**src/rtl/rr_request_arbiter_8.sv**
```systemverilog
// Eight-source round-robin arbiter feeding the 8-to-3 encoder. Sticky requests
// are latched into pending. One-hot grant is held until ack or hold timeout.
module rr_request_arbiter_8 #(
   parameter int unsigned MAX_HOLD = 15
) (
   input  logic       clk,
   input  logic       rst,
   input  logic [7:0] req,
   input  logic       ack,
   output logic [7:0] grant,
   output logic       enable,
   output logic [7:0] pending,
   output logic       timeout
);

   typedef enum logic {IDLE, GRANT} state_t;

   localparam bit         HOLD_EN   = (MAX_HOLD != 0);
   localparam logic [7:0] HOLD_LAST = HOLD_EN ? 8'(MAX_HOLD - 1) : 8'd0;

   state_t     state;
   logic [2:0] ptr;
   logic [2:0] gidx;
   logic [7:0] hold_cnt;
   logic [7:0] clr;
   logic [2:0] win_idx;
   logic [2:0] scan;
   logic       win_vld;

   // Walk downward in offset so the set bit closest to ptr is the last one written.
   always_comb begin
      win_vld = 1'b0;
      win_idx = ptr;
      scan    = ptr;
      for (int i = 7; i >= 0; i--) begin
         scan = ptr + 3'(i);
         if (pending[scan]) begin
            win_vld = 1'b1;
            win_idx = scan;
         end
      end
   end

   // Only an ack while granting clears anything; req still wins in the OR below.
   assign clr = (state == GRANT && ack) ? grant : 8'h00;

   always_ff @(posedge clk or posedge rst) begin
      if (rst) begin
         state    <= IDLE;
         grant    <= 8'h00;
         enable   <= 1'b0;
         pending  <= 8'h00;
         timeout  <= 1'b0;
         ptr      <= 3'd0;
         gidx     <= 3'd0;
         hold_cnt <= 8'd0;
      end else begin
         pending <= (pending & ~clr) | req;
         timeout <= 1'b0;
         case (state)
            IDLE: begin
               if (win_vld) begin
                  grant    <= 8'h01 << win_idx;
                  enable   <= 1'b1;
                  gidx     <= win_idx;
                  hold_cnt <= 8'd0;
                  state    <= GRANT;
               end
            end
            GRANT: begin
               if (ack) begin
                  grant  <= 8'h00;
                  enable <= 1'b0;
                  ptr    <= gidx + 3'd1;
                  state  <= IDLE;
               end else if (HOLD_EN && hold_cnt == HOLD_LAST) begin
                  // Drop without clearing pending so the source retries later.
                  grant   <= 8'h00;
                  enable  <= 1'b0;
                  ptr     <= gidx + 3'd1;
                  timeout <= 1'b1;
                  state   <= IDLE;
               end else if (hold_cnt != 8'hFF) begin
                  hold_cnt <= hold_cnt + 8'd1;
               end
            end
            default: state <= IDLE;
         endcase
      end
   end

endmodule

```
**config.mk**
```make
export PLATFORM = sky130hd
export DESIGN_NAME = rr_request_arbiter_8
export DESIGN_NICKNAME = d
export VERILOG_FILES = /design/src/rtl/rr_request_arbiter_8.sv
export SDC_FILE = /design/constraint.sdc
export NUM_CORES = 1
export LEC_CHECK = 0
export CAP_MARGIN = 30
export CORE_MARGIN = 1.5
export CORE_UTILIZATION = 40
export DETAILED_ROUTE_END_ITERATION = 8
export RECOVER_POWER = 25
export SETUP_SLACK_MARGIN = 0.4
export SLEW_MARGIN = 25
export SYNTH_ARGS = -nofsm -noshare
export SYNTH_HDL_FRONTEND = slang
export SYNTH_SLANG_ARGS = --single-unit
export TNS_END_PERCENT = 5
```
**constraint.sdc**
```tcl
create_clock -name clk -period 6.6 [get_ports clk]
set_input_delay 1.32 -clock clk [delete_from_list [all_inputs] [get_ports clk]]
set_output_delay 1.32 -clock clk [all_outputs]
set_load 0.03 [all_outputs]
```
==> impl_results.md <==
- Final Routed Wirelength: 6.00 mm
- H-tree Lvls: 2
- Static Leak: 1.11 nW
- GR Util met3: 3.30%
- CTS tree: done
- Layout cells sized above 1: 13.9%
- Core area: 0.00603 mm²
- Final core utilization: 48.1%
- Die Y: 82.6 µm
- Cts repair resizes: 0
- Fin area: 0.00290 mm²
- Clk_lat worst skew: 0.29 ns
- Final Hold Fails: 0
- First-pass GRT wire length: 10.0 mm
- Gr ovfl total: 0
- Hold-fix buffers, CTS: 0
- Initial core utilization: 42.1%
- Rows: 28
- First-pass iteration count of the detailed router: 4
- Vias in the first global route: 1926
- Nets@finish: 281
- Antenna diodes: 0
- Hold EP: enable
- Setup TNS: 0 ns
- DR vias/cell: 5.96
- Distinct cells, synth: 61
- CTS buffer count: 5
- Worst-Margin Slew: 1.78 ns
- P&R area growth vs syn: 14.3%
- Post-CTS Setup Repair Bufs: 0
- Post-DP HPWL: 4.39 mm
- Post-Syn Nets: 264
- Vias: 2034
- Seq/Total Area, Yosys: 32.6%
- Setup repair after global routing missed its margin: false
- Dpl ws: 2.47 ns
- PD cells: 413 mW/mm²
- Register bit total from synthesis: 33
- Most used DFF post-synth: dfrtp_1
- Total track usage: 19.7%
- Setup-failing EPs final: 0
- Worst vdd ir: 0.270 mV
- Starting DRT DRC Count: 195
- Max-slew headroom at the worst pin: -18.9%
- Hold crit path type: reg2reg
- Status: complete, but fails checks
- Area after DPL: 0.00279 mm²
- Fraction of registers with async set/reset: 100%
- Post-route DRC: 0
- Grt peak-use layer: met1
- Die width: 82.6 µm
- Commonest cells after routing, fill and taps aside: dfrtp_1 (33), clkdlybuf4s50_1 (27), nand2_1 (24)
- Gp weighted congestion: 0.882
- Min Tclk post-route: 4.14 ns
- Reg2reg end: grant[0]
- F_max: 0.241 GHz
- Worst Path Required: 6.78 ns
- GR Util met2: 27.7%
- Final ANT Viol Nets: 0
- Reg2Reg Depth: 9
- Clk Tree Root Cell: clkbuf_8
- RR Startpoint: ptr[0]
- PortBufs: 28
- Most common cell after layout, fill and taps aside: dfrtp_1
- Clock buffer depth: 2
- Global routing usage on met1: 30.4%
- Initial antenna violation count: 0
- Count of warnings emitted by yosys: 0
- Mapped Cells: 248
- Tot Pwr: 1.20 mW
- Max-capacitance violation count: 1
- Clk slew on worst S/H paths: 0.07 ns
- Total Die Area: 0.00682 mm²
- IO Count: 29
- Crit-path max FO: 18
- Final Max Slew Viols: 34
- Arr. time, crit path: 4.32 ns
- Hold path depth: 2
- Failing checks: max-capacitance violations, max-slew violations
- Mean post-synth cell area: 10.2 µm²
- Synthesized cell area: 0.00253 mm²
- Worst Path Class, Setup: reg2reg
- Clock Skew: 0.00567 ns
- CP endpoint kind: register
- Flop-to-flop setup slack: 2.46 ns
- Worst setup margin: 2.46 ns
- Largest net degree at the start of global routing: 34
- Tcrit/Tclk final: 62.8%
- Post-synth EDFFs: 0
- Startpoint Class: register
- Hold path start: enable
- DR WL/cell: 17.6 µm
- # clock sinks: 33
-- routing by layer --
layer	part of all wire, %	vias up
li1	-	956
met1	50	1017
met2	45	56
met3	3.6	5
met4	1.1	0
met5	0	-
-- worst max-delay path: stages, from the launching register on --
cell and delay [ns]:
dfrtp_1 0.88, inv_2 0.26, ha_1 0.85, mux2i_1 0.26, mux4_2 0.56, o211ai_1 0.24
o211ai_2 0.16, xnor2_1 0.43, nor2_1 0.11, a32o_1 0.27
-- layout make-up --
type                       instances  area, µm²
tap                               75       93.8
clock buffer                       5       68.8
multi-input combinational        187       1550
sequential                        33        826
clock inverter                     3       46.3
timing repair buffer              29        284
fill                             577       3130
inverter                           9       33.8
-- Yosys cell counts, types with 3 or more instances --
cell,n,share of area [%]
a21o_1,9,2.7
a21oi_1,9,1.8
a32o_1,4,1.6
buf_2,7,1.4
buf_6,3,1.3
clkbuf_2,3,0.59
dfrtp_1,33,33
ha_1,5,2.5
inv_1,8,1.2
mux2_2,5,2.2
mux2i_1,16,6.3
mux4_2,14,12
nand2_1,24,3.6
nand2b_1,4,0.99
nand3_1,5,0.99
nand4_1,5,1.2
nor2_1,22,3.3
nor4_1,4,0.99
o21ai_0,10,2.0
o31ai_1,3,0.89
xnor2_1,3,1.0
xor2_1,6,2.1
-- power by group --
group,switching [mW],total [mW],internal (mW)
Sequential,0.116,0.368,0.251
Clock,0.0805,0.193,0.113
Combinational,0.357,0.636,0.279
Total,0.553,1.20,0.644
-- per-stage QoR --
| stage | hold slack, ns | instances |
|---|---|---|
| after floorplan | 0.446 | 248 |
| after global placement | 0.468 | 333 |
| after detailed placement | 0.468 | 333 |
| after CTS | 0.488 | 341 |
| after global routing | 0.531 | 341 |
| final | 0.488 | 341 |
-- cell families (layout without fill, tap and decap cells) --
logic type / after synthesis / in the layout / synth area share, %
muxes: 37 / 37 / 21.9
adders and majority gates: 5 / 5 / 2.47
DFF: 33 / 33 / 32.6
and+or+nand+nor: 73 / 73 / 13.4
xor gates and xnor gates: 11 / 11 / 4.84
AOI/OAI and AO/OA: 61 / 61 / 18.4
buffers and inverters: 28 / 46 / 6.47
-- worst max-delay path by stage --
stage                     cells after the start  slack [ns]   start           to
final                                         9        2.46  ptr[0]     grant[0]
after global routing                          9        2.11  ptr[0]  hold_cnt[7]
after CTS                                     9        2.45  ptr[0]     grant[0]
after detailed placement                      9        2.47  ptr[0]     grant[0]
after global placement                        9        2.57  ptr[0]     grant[0]
after floorplan                              14        3.46  ptr[1]     grant[0]
-- state kept, by name (all words and copies together), names as in the netlist --
| name | cells |
|---|---|
| timeout | 1 |
| state | 1 |
| enable | 1 |
| grant | 8 |
| hold_cnt | 8 |
| pending | 8 |
| gidx | 3 |
| ptr | 3 |
No activity file was read; power rests on OpenSTA's default activity.
